File: src/rtl/probe_bank_pkg.sv
// Shared types and helpers for probe_bank: controller state encoding,
// a minimum-one clog2 for address widths, and the even-parity function.
package probe_bank_pkg;

  typedef enum logic [1:0] {
    StIdle,
    StAccess,
    StResp
  } state_e;

  // A single-word memory still needs a one-bit address port.
  function automatic int unsigned clog2_min1(input int unsigned n);
    return (n <= 2) ? 1 : $clog2(n);
  endfunction

  // Even parity: the stored bit makes the total count of ones even.
  function automatic logic even_parity(input logic [63:0] v);
    return ^v;
  endfunction

endpackage

File: src/rtl/probe_bank_if.sv
// Request/acknowledge access port of probe_bank; master drives requests,
// slave (the bank) returns busy/ack/rdata/err.
interface probe_bank_if
  import probe_bank_pkg::*;
#(
  parameter int unsigned CHANNELS = 4,
  parameter int unsigned WIDTH    = 4,
  parameter int unsigned DEPTH    = 3
);
  localparam int unsigned CH_W   = $clog2(CHANNELS);
  localparam int unsigned ADDR_W = clog2_min1(DEPTH);

  logic              req;
  logic              we;
  logic [CH_W-1:0]   ch;
  logic [ADDR_W-1:0] addr;
  logic [WIDTH-1:0]  wdata;
  logic              busy;
  logic              ack;
  logic [WIDTH-1:0]  rdata;
  logic              err;

  modport master (
    output req, we, ch, addr, wdata,
    input  busy, ack, rdata, err
  );

  modport slave (
    input  req, we, ch, addr, wdata,
    output busy, ack, rdata, err
  );

endinterface

File: src/rtl/probe_bank_chan.sv
// One probe_bank channel: DEPTH x WIDTH memory plus shadow register, with
// optional per-word parity when PROBE_BANK_PARITY_EN is defined.
module probe_bank_chan
  import probe_bank_pkg::*;
#(
  parameter int unsigned WIDTH  = 4,
  parameter int unsigned DEPTH  = 3,
  parameter int unsigned ADDR_W = 2
) (
  input  logic              i_clock,
  input  logic              i_clear_n,
  input  logic              i_we,
  input  logic [ADDR_W-1:0] i_addr,
  input  logic [WIDTH-1:0]  i_wdata,
  output logic [WIDTH-1:0]  o_rdata,
  output logic [WIDTH-1:0]  o_shadow
`ifdef PROBE_BANK_PARITY_EN
  ,
  output logic              o_rpar
`endif
);

  localparam logic [ADDR_W:0] DepthLim = (ADDR_W + 1)'(DEPTH);

  logic [WIDTH-1:0] r_mem [DEPTH];
  logic [WIDTH-1:0] r_shadow;
  logic             w_addr_ok;

  assign w_addr_ok = ({1'b0, i_addr} < DepthLim);
  assign o_shadow  = r_shadow;

  always_ff @(posedge i_clock) begin
    if (!i_clear_n) begin
      for (int i = 0; i < DEPTH; i++) r_mem[i] <= '0;
      r_shadow <= '0;
    end else if (i_we && w_addr_ok) begin
      r_mem[i_addr] <= i_wdata;
      r_shadow      <= i_wdata;
    end
  end

  always_comb begin
    o_rdata = '0;
    if (w_addr_ok) o_rdata = r_mem[i_addr];
  end

`ifdef PROBE_BANK_PARITY_EN
  logic r_par [DEPTH];

  always_ff @(posedge i_clock) begin
    if (!i_clear_n) begin
      for (int i = 0; i < DEPTH; i++) r_par[i] <= 1'b0;
    end else if (i_we && w_addr_ok) begin
      r_par[i_addr] <= even_parity(64'(i_wdata));
    end
  end

  always_comb begin
    o_rpar = 1'b0;
    if (w_addr_ok) o_rpar = r_par[i_addr];
  end
`endif

endmodule

File: src/rtl/probe_bank.sv
// probe_bank top: IDLE/ACCESS/RESP access controller over CHANNELS channels,
// write counter and registered shadow mux. Option: PROBE_BANK_PARITY_EN.
module probe_bank
  import probe_bank_pkg::*;
#(
  parameter int unsigned CHANNELS = 4,
  parameter int unsigned WIDTH    = 4,
  parameter int unsigned DEPTH    = 3,
  localparam int unsigned CH_W    = $clog2(CHANNELS),
  localparam int unsigned ADDR_W  = clog2_min1(DEPTH)
) (
  input  logic             i_clock,
  input  logic             i_clear_n,
  probe_bank_if.slave      bus,
  input  logic [CH_W-1:0]  i_sel,
  output logic [WIDTH-1:0] o_muxout,
  output logic [31:0]      o_wr_count
`ifdef PROBE_BANK_PARITY_EN
  ,
  output logic             o_parity_err
`endif
);

  localparam logic [CH_W:0]   ChanLim  = (CH_W + 1)'(CHANNELS);
  localparam logic [ADDR_W:0] DepthLim = (ADDR_W + 1)'(DEPTH);

  state_e            r_state, w_state_d;
  logic              r_we;
  logic [CH_W-1:0]   r_ch;
  logic [ADDR_W-1:0] r_addr;
  logic [WIDTH-1:0]  r_wdata;
  logic [WIDTH-1:0]  r_rdata;
  logic              r_err;
  logic [31:0]       r_wr_count;
  logic [WIDTH-1:0]  r_muxout;

  logic [WIDTH-1:0]  w_chan_rdata [CHANNELS];
  logic [WIDTH-1:0]  w_shadow     [CHANNELS];
  logic              w_in_range;
  logic [WIDTH-1:0]  w_sel_rdata;
  logic [WIDTH-1:0]  w_mux_d;
  logic              w_commit_wr;

  assign w_in_range  = ({1'b0, r_ch} < ChanLim) && ({1'b0, r_addr} < DepthLim);
  assign w_commit_wr = (r_state == StAccess) && r_we && w_in_range;

`ifdef PROBE_BANK_PARITY_EN
  logic w_chan_rpar [CHANNELS];
  logic w_sel_rpar;
  logic r_parity_err;
`endif

  for (genvar g = 0; g < CHANNELS; g++) begin : g_chan
    probe_bank_chan #(
      .WIDTH (WIDTH),
      .DEPTH (DEPTH),
      .ADDR_W(ADDR_W)
    ) u_chan (
      .i_clock  (i_clock),
      .i_clear_n(i_clear_n),
      .i_we     (w_commit_wr && (r_ch == CH_W'(g))),
      .i_addr   (r_addr),
      .i_wdata  (r_wdata),
      .o_rdata  (w_chan_rdata[g]),
      .o_shadow (w_shadow[g])
`ifdef PROBE_BANK_PARITY_EN
      ,
      .o_rpar   (w_chan_rpar[g])
`endif
    );
  end

  always_comb begin
    w_state_d = r_state;
    unique case (r_state)
      StIdle:   if (bus.req) w_state_d = StAccess;
      StAccess: w_state_d = StResp;
      StResp:   w_state_d = StIdle;
      default:  w_state_d = StIdle;
    endcase
  end

  always_comb begin
    w_sel_rdata = '0;
    if (w_in_range) w_sel_rdata = w_chan_rdata[r_ch];
  end

  always_comb begin
    w_mux_d = '0;
    if ({1'b0, i_sel} < ChanLim) w_mux_d = w_shadow[i_sel];
  end

  always_ff @(posedge i_clock) begin
    if (!i_clear_n) begin
      r_state    <= StIdle;
      r_we       <= 1'b0;
      r_ch       <= '0;
      r_addr     <= '0;
      r_wdata    <= '0;
      r_rdata    <= '0;
      r_err      <= 1'b0;
      r_wr_count <= '0;
      r_muxout   <= '0;
    end else begin
      r_state  <= w_state_d;
      r_muxout <= w_mux_d;
      if (r_state == StIdle && bus.req) begin
        r_we    <= bus.we;
        r_ch    <= bus.ch;
        r_addr  <= bus.addr;
        r_wdata <= bus.wdata;
      end
      if (r_state == StAccess) begin
        r_err   <= !w_in_range;
        // Writes and out-of-range reads both leave zero in rdata.
        r_rdata <= r_we ? '0 : w_sel_rdata;
        if (w_commit_wr) r_wr_count <= r_wr_count + 32'd1;
      end
    end
  end

`ifdef PROBE_BANK_PARITY_EN
  always_comb begin
    w_sel_rpar = 1'b0;
    if (w_in_range) w_sel_rpar = w_chan_rpar[r_ch];
  end

  always_ff @(posedge i_clock) begin
    if (!i_clear_n) begin
      r_parity_err <= 1'b0;
    end else if (r_state == StAccess && !r_we && w_in_range &&
                 (even_parity(64'(w_sel_rdata)) != w_sel_rpar)) begin
      r_parity_err <= 1'b1;
    end
  end

  assign o_parity_err = r_parity_err;
`endif

  assign bus.busy   = (r_state != StIdle);
  assign bus.ack    = (r_state == StResp);
  assign bus.err    = (r_state == StResp) && r_err;
  assign bus.rdata  = r_rdata;
  assign o_muxout   = r_muxout;
  assign o_wr_count = r_wr_count;

endmodule
File: src/flat_wrapper.sv
// flat-port wrapper written by rule: the top's interface ports become plain ports
module probe_bank_flat import probe_bank_pkg::*;
#(
  parameter int unsigned CHANNELS = 4,
  parameter int unsigned WIDTH    = 4,
  parameter int unsigned DEPTH    = 3,
  localparam int unsigned CH_W    = $clog2(CHANNELS),
  localparam int unsigned ADDR_W  = clog2_min1(DEPTH)
)
  (i_clock, i_clear_n, i_sel, o_muxout, o_wr_count, bus_req, bus_we, bus_ch, bus_addr, bus_wdata, bus_busy, bus_ack, bus_rdata, bus_err);
  probe_bank_if #(.CHANNELS(CHANNELS), .WIDTH(WIDTH), .DEPTH(DEPTH)) bus_i ();
  input  logic i_clock;
  input  logic i_clear_n;
  input  logic [CH_W-1:0] i_sel;
  output logic [WIDTH-1:0] o_muxout;
  output logic [31:0] o_wr_count;
  input wire logic [$bits(bus_i.req)-1:0] bus_req;
  input wire logic [$bits(bus_i.we)-1:0] bus_we;
  input wire logic [$bits(bus_i.ch)-1:0] bus_ch;
  input wire logic [$bits(bus_i.addr)-1:0] bus_addr;
  input wire logic [$bits(bus_i.wdata)-1:0] bus_wdata;
  output wire logic [$bits(bus_i.busy)-1:0] bus_busy;
  output wire logic [$bits(bus_i.ack)-1:0] bus_ack;
  output wire logic [$bits(bus_i.rdata)-1:0] bus_rdata;
  output wire logic [$bits(bus_i.err)-1:0] bus_err;
  assign bus_i.req = bus_req;
  assign bus_i.we = bus_we;
  assign bus_i.ch = bus_ch;
  assign bus_i.addr = bus_addr;
  assign bus_i.wdata = bus_wdata;
  assign bus_busy = bus_i.busy;
  assign bus_ack = bus_i.ack;
  assign bus_rdata = bus_i.rdata;
  assign bus_err = bus_i.err;
  probe_bank #(.CHANNELS(CHANNELS), .WIDTH(WIDTH), .DEPTH(DEPTH)) u_core (.i_clock(i_clock), .i_clear_n(i_clear_n), .bus(bus_i), .i_sel(i_sel), .o_muxout(o_muxout), .o_wr_count(o_wr_count));
endmodule
File: config.mk
export PLATFORM = sky130hd
export DESIGN_NAME = probe_bank_flat
export DESIGN_NICKNAME = d
export VERILOG_FILES = /design/src/rtl/probe_bank_pkg.sv /design/src/rtl/probe_bank_if.sv /design/src/rtl/probe_bank_chan.sv /design/src/rtl/probe_bank.sv /design/src/flat_wrapper.sv
export SDC_FILE = /design/constraint.sdc
export NUM_CORES = 1
export LEC_CHECK = 0
export ABC_AREA = 1
export BUFFER_PORTS_ARGS = -buffer_cell sky130_fd_sc_hd__buf_2
export CORE_UTILIZATION = 55
export DETAILED_ROUTE_END_ITERATION = 8
export HOLD_SLACK_MARGIN = 0.1
export PLACE_DENSITY = 0.76
export SLEW_MARGIN = 25
export SYNTH_ARGS = -nofsm -noshare
export SYNTH_HDL_FRONTEND = slang
export SYNTH_SLANG_ARGS = --single-unit
File: constraint.sdc
create_clock -name i_clock -period 2.4 [get_ports i_clock]
set_input_delay 0.48 -clock i_clock [delete_from_list [all_inputs] [get_ports i_clock]]
set_output_delay 0.48 -clock i_clock [all_outputs]
set_load 0.01 [all_outputs]
Word level (Yosys, flattened, before mapping)
Memories as Yosys holds them, arrays and structs flattened. A register that Yosys moved wholly into a read port is not among the register bits.
Cells that the tools add are included.
{"block": "word_totals", "ram_bits": 48, "out_inout_bits": 43, "mem_bits_ro": 0, "in_bits": 14, "latch_bits": 0, "n_memories": 4, "regBits": 68, "elab_cells": 97}
{"block": "classes", "div": 0, "n_reduce_logical": 21, "bitwise": 2, "mul": 0, "mux": 47, "add_sub_neg": 1, "order_cmp": 3, "shift": 0, "n_eq_ne": 6}
{"memory": "u_core.g_chan[0].u_chan.r_mem", "words": 3, "width": 4, "read_ports": 1, "rd_ports_with_merged_regs": 1, "wr": 3, "line": "probe_bank_chan.sv:25", "rtl": "logic [WIDTH-1:0] r_mem [DEPTH];"}
{"memory": "u_core.g_chan[1].u_chan.r_mem", "words": 3, "width": 4, "read_ports": 1, "rd_ports_with_merged_regs": 1, "wr": 3, "line": "probe_bank_chan.sv:25"}
{"memory": "u_core.g_chan[2].u_chan.r_mem", "words": 3, "width": 4, "read_ports": 1, "rd_ports_with_merged_regs": 1, "wr": 3, "line": "probe_bank_chan.sv:25"}
{"memory": "u_core.g_chan[3].u_chan.r_mem", "words": 3, "width": 4, "read_ports": 1, "rd_ports_with_merged_regs": 1, "wr": 3, "line": "probe_bank_chan.sv:25"}
{"operator": "4-bit 2-to-1 mux", "n": 14}
{"operator": "32-bit by 1-bit adder with 32-bit output (second input constant)", "n": 1}
{"operator": "2-bit 2-to-1 mux", "n": 13}
{"operator": "1-bit 2-to-1 mux", "n": 17}
{"operator": "4-bit binary-select mux with 2-bit select", "n": 2}
{"operator": "4-bit OR reduction", "n": 4}
{"operator": "1-bit logical AND", "n": 12}
{"operator": "2-bit equality test (second input constant)", "n": 3}
{"operator": "3-bit >= comparator (second input constant)", "n": 2}
{"operator": "2-bit NOT with 3-bit output", "n": 2}
{"operator": "2-bit by 1-bit equality test with 1-bit output (second input constant)", "n": 2}
{"operator": "2-bit zero test", "n": 2}
{"operator": "2-bit case mux with 2 select lines", "n": 1}
{"operator": "2-bit less-than comparator (second input constant)", "n": 1}
{"operator": "2-bit != test (second input constant)", "n": 1}
{"operator": "2-bit AND reduction", "n": 1}
{"operator": "2-bit nonzero test", "n": 1}
{"operator": "1-bit zero test", "n": 1}

Depth between registers and ports, before layout
{"block": "depth", "depth_word": 10, "depth_mapped": 11, "mapped_depth_nobuf": 9}

By module
A second synthesis with hierarchy kept.
{"block": "unflattened", "hier_cells": 735, "hier_area_um2": 5655.4}
{"module": "probe_bank", "n_inst": 1, "seq_area_each_um2": 1041.0, "area_per_inst_um2": 2758.9, "cells_per_inst": 421}
{"module": "probe_bank_chan at u_core.g_chan[1].u_chan ...", "n_inst": 2, "seq_area_each_um2": 440.4, "area_per_inst_um2": 703.2, "cells_per_inst": 78}
{"module": "probe_bank_chan at u_core.g_chan[0].u_chan", "n_inst": 1, "seq_area_each_um2": 440.4, "area_per_inst_um2": 770.7, "cells_per_inst": 77}
{"module": "probe_bank_chan at u_core.g_chan[3].u_chan", "n_inst": 1, "seq_area_each_um2": 440.4, "area_per_inst_um2": 719.4, "cells_per_inst": 81}

Worst setup path before layout
OpenSTA, ideal clock, no wires.
{"block": "synth_path", "path_type": "flip-flop to flip-flop", "start": "register u_core.r_state[1]", "end": "memory u_core.g_chan[0].u_chan.r_mem[0][0] (enable)", "path_stages_with_launch": 9, "path_slack_ns": 0.835, "synth_period_minus_slack_ns": 1.565, "n_path_buf": 1, "required_time_ns": 2.092, "t_arrival_ns": 1.257, "setup_ns": 0.308, "path_cell_list": "dfxtp_1 inv_1 nand3_2 nor2_4 nand3_1 inv_1 buf_2 nand3_1 nand2_1"}
{"element": "from (decl)", "line": "probe_bank.sv:27", "rtl": "state_e r_state, w_state_d;"}
{"element": "from (signal assigned)", "line": "probe_bank.sv:95", "rtl": "r_state <= StIdle;"}
{"element": "from (signal assigned)", "line": "probe_bank.sv:105", "rtl": "r_state <= w_state_d;"}
{"element": "to (decl)", "line": "probe_bank_chan.sv:25"}

==> results.md <==
- Crit Path Class: register to register
- Post-route cell area: 7160 um^2
- Placement Cell Area: 6580 um^2
- Antenna violations before repair: 0
- Total congestion overflow: 0
- R2r worst-path depth: 5
- Hold Crit Start: bus_we
- Met1 usage: 35.9%
- Pleak: 3.10 nW
- N_diodes: 0
- Met3 Resource Use GR: 6.42%
- Post-CTS Resized: 0
- Port Buffers: 56
- Average wire per standard cell: 14.5 um
- Final min period: 1.97 ns
- Routed WL: 14.5 mm
- Kind of end point of the critical path: register
- Startpoint Class: register
- Post-Syn Area per Cell: 7.89 um^2
- # Post-CTS Setup Buffers: 0
- Routed Antenna Nets: 0
- Largest net degree at the start of global routing: 33
- GR Layer Usage met2: 41.5%
- Die Span Y: 108 um
- Clk root buf: clkbuf_8
- Iter 0 DRT Violations: 518
- Reg2reg setup slack: 0.43 ns
- Routability congestion estimate: 0.899
- Cell count after synthesis: 777
- Final setup viols: 0
- Arr. time, crit path: 2.20 ns
- Status: finished, final reports clean
- Vias in the first global route: 4917
- Req. time, crit path: 2.63 ns
- Max cap viols: 0
- Ports: 57
- Setup Skew: 0.00873 ns
- Hold Path Class: primary input to register
- Cts bufs inserted: 17
- Htree depth: 4
- Share of cells above drive strength 1: 13.0%
- Worst vdd ir: 0.000489 V
- Initial Util: 56.6%
- Via density: 5.38
- CTS sink count: 134
- DRC violations left: 0
- Global Route Usage Sum: 26.6%
- Maximum buffer depth of the clock tree: 2
- Hold EP: u_core.r_we$_SDFFE_PN0P_
- Row count: 38
- Syn-to-layout area delta: 16.7%
- Routed vias: 5362
- HPWL after DPL: 10.1 mm
- Clk_lat worst skew: 0.53 ns
- FF+latch count, synth: 134
- Setup TNS: 0 ns
- Pwr Density: 755 nW/um^2
- Clock slew at reported path FFs: 0.06 ns
- Synth Warn #: 0
- Max Freq: 506 MHz
- Slew Viols, Final: 0
- Reg2reg start: u_core.r_ch[0]$_SDFFE_PN0P_
- First-pass GRT wire length: 23.3 mm
- Worst slew pin tran: 0.703 ns
- Max_slew headroom: 53.1%
- RSZ-0062 raised after global routing: no
- Full die area: 11600 um^2
- Final worst path period share: 82.3%
- Count of nets after finishing: 859
- Netlist cell types: 32
- Critical R2R Capture: u_core.g_chan[0].u_chan.r_mem[2][3]$_SDFFCE_PN0P_
- Seq/Total Area, Yosys: 54.2%
- Final Hold Viols: 0
- Worst hold stages: 3
- Busiest grt layer: met2
- Number of detailed-route iterations in the first pass: 6
- Worst-path maximum fanout: 11
- Synth Cell Area: 6130 um^2
- Die width: 108 um
- Clock tree from TritonCTS: done
- Hold Buf Count CTS: 0
- CORE AREA: 10800 um^2
cells in the final DEF (no fill, tap or decap), types with 4 or more instances in the layout:
cell and instances:
a21oi_1 51, buf_2 56, buf_4 9, clkbuf_16 18, clkinv_2 5, conb_1 16
dfxtp_1 70, edfxtp_1 64, inv_1 97, inv_6 4, nand2_1 189, nand3_1 76
nand4_1 9, nor2_1 110, nor2_2 4, nor3_1 5, o21ai_0 40, xor2_1 6
kinds of logic after synthesis:
family	Yosys count	synth area share (%)
other	1	0.0611
buffers and inverters	132	8.28
adder cells (fa/ha/maj)	1	0.204
AND/OR/NAND/NOR	405	28.1
flip-flops	134	54.2
AO/OA/AOI/OAI	97	8.16
XOR/XNOR	7	1.00
worst max-delay path by stage:
stage	depth (start not counted)	slack [ns]	start	end
2_1_floorplan	8	0.84	u_core.r_state[1]$_SDFFE_PN0P_	u_core.g_chan[0].u_chan.r_mem[0][0]$_SDFFCE_PN0P_
3_3_place_gp	5	0.64	u_core.r_ch[0]$_SDFFE_PN0P_	u_core.g_chan[0].u_chan.r_mem[0][0]$_SDFFCE_PN0P_
3_5_place_dp	5	0.52	u_core.r_ch[0]$_SDFFE_PN0P_	u_core.g_chan[0].u_chan.r_mem[1][1]$_SDFFCE_PN0P_
4_1_cts	5	0.49	u_core.r_ch[0]$_SDFFE_PN0P_	u_core.g_chan[0].u_chan.r_mem[2][3]$_SDFFCE_PN0P_
5_1_grt	5	0.25	u_core.r_ch[0]$_SDFFE_PN0P_	u_core.g_chan[0].u_chan.r_mem[2][3]$_SDFFCE_PN0P_
6_report	5	0.43	u_core.r_ch[0]$_SDFFE_PN0P_	u_core.g_chan[0].u_chan.r_mem[2][3]$_SDFFCE_PN0P_
layout make-up:
type / instances / area, um^2
multi-input cells: 526 / 2360
clock buffers: 19 / 464
repair buffers: 65 / 348
clock inverters: 13 / 114
inverters: 100 / 375
well taps: 140 / 175
fillers: 891 / 3680
flip-flops and latches: 134 / 3320
report_power, final:
part           total, mW  internal, mW  switching (mW)
sequential          2.52          2.47          0.0465
combinational      0.378         0.106           0.273
clock               2.50          1.50            1.00
total               5.40          4.08            1.32
registers in the layout (all words and copies together), names as in the netlist, named ones only:
signal and count:
u_core.r_err 1, u_core.r_ch 2, u_core.r_state 2, u_core.o_muxout 4, u_core.r_we 1, u_core.r_wdata 4, u_core.r_addr 2, u_core.o_wr_count 32
u_core.g_chan.u_chan.r_mem 64, u_core.g_chan.u_chan.o_shadow 16, u_core.bus.rdata 4
critical path, stage by stage, from the launching register on:
cell and delay [ns]:
dfxtp_1 0.44, inv_1 0.34, nand3_1 0.12, inv_1 0.31, nand3_1 0.25, nand2_1 0.23
synth_stat cells (all sizes together):
| library cell | number | share of area [%] |
|---|---|---|
| dfxtp | 70 | 23 |
| nand4 | 10 | 1.1 |
| inv | 100 | 6.1 |
| o21bai | 1 | 0.12 |
| clkbuf | 24 | 1.5 |
| nor4 | 1 | 0.10 |
| a21oi | 51 | 4.2 |
| o21a | 2 | 0.24 |
| o211ai | 3 | 0.37 |
| xor2 | 6 | 0.86 |
| nor3 | 5 | 0.41 |
| nor3b | 2 | 0.33 |
| nor2 | 116 | 7.5 |
| nand2 | 189 | 12 |
| edfxtp | 64 | 31 |
| nand3b | 4 | 0.55 |
| ha | 1 | 0.20 |
| conb | 1 | 0.061 |
| o21ai | 40 | 3.3 |
| xnor2 | 1 | 0.14 |
| buf | 8 | 0.67 |
| nand3 | 78 | 6.5 |
metal layers:
| layer | up-vias | share of wire [%] |
|---|---|---|
| met2 | 232 | 46 |
| met1 | 2472 | 45 |
| met5 | - | 0 |
| met4 | 0 | 1.5 |
| met3 | 27 | 7.8 |
| li1 | 2631 | - |
stage by stage:
step	cells	hold WS (ns)	total power [mW]	worst slack [ns]	utilization (%)
CTS	997	0.194	5.41	0.492	66.0
finish	997	0.203	5.40	0.425	66.0
detailed placement	965	0.452	2.93	0.524	60.7
floorplan	792	0.429	2.81	0.835	-
global placement	965	0.442	2.92	0.644	60.7
global route	997	0.205	5.56	0.254	66.0
Note: power is estimated with default switching activity, not from simulation.
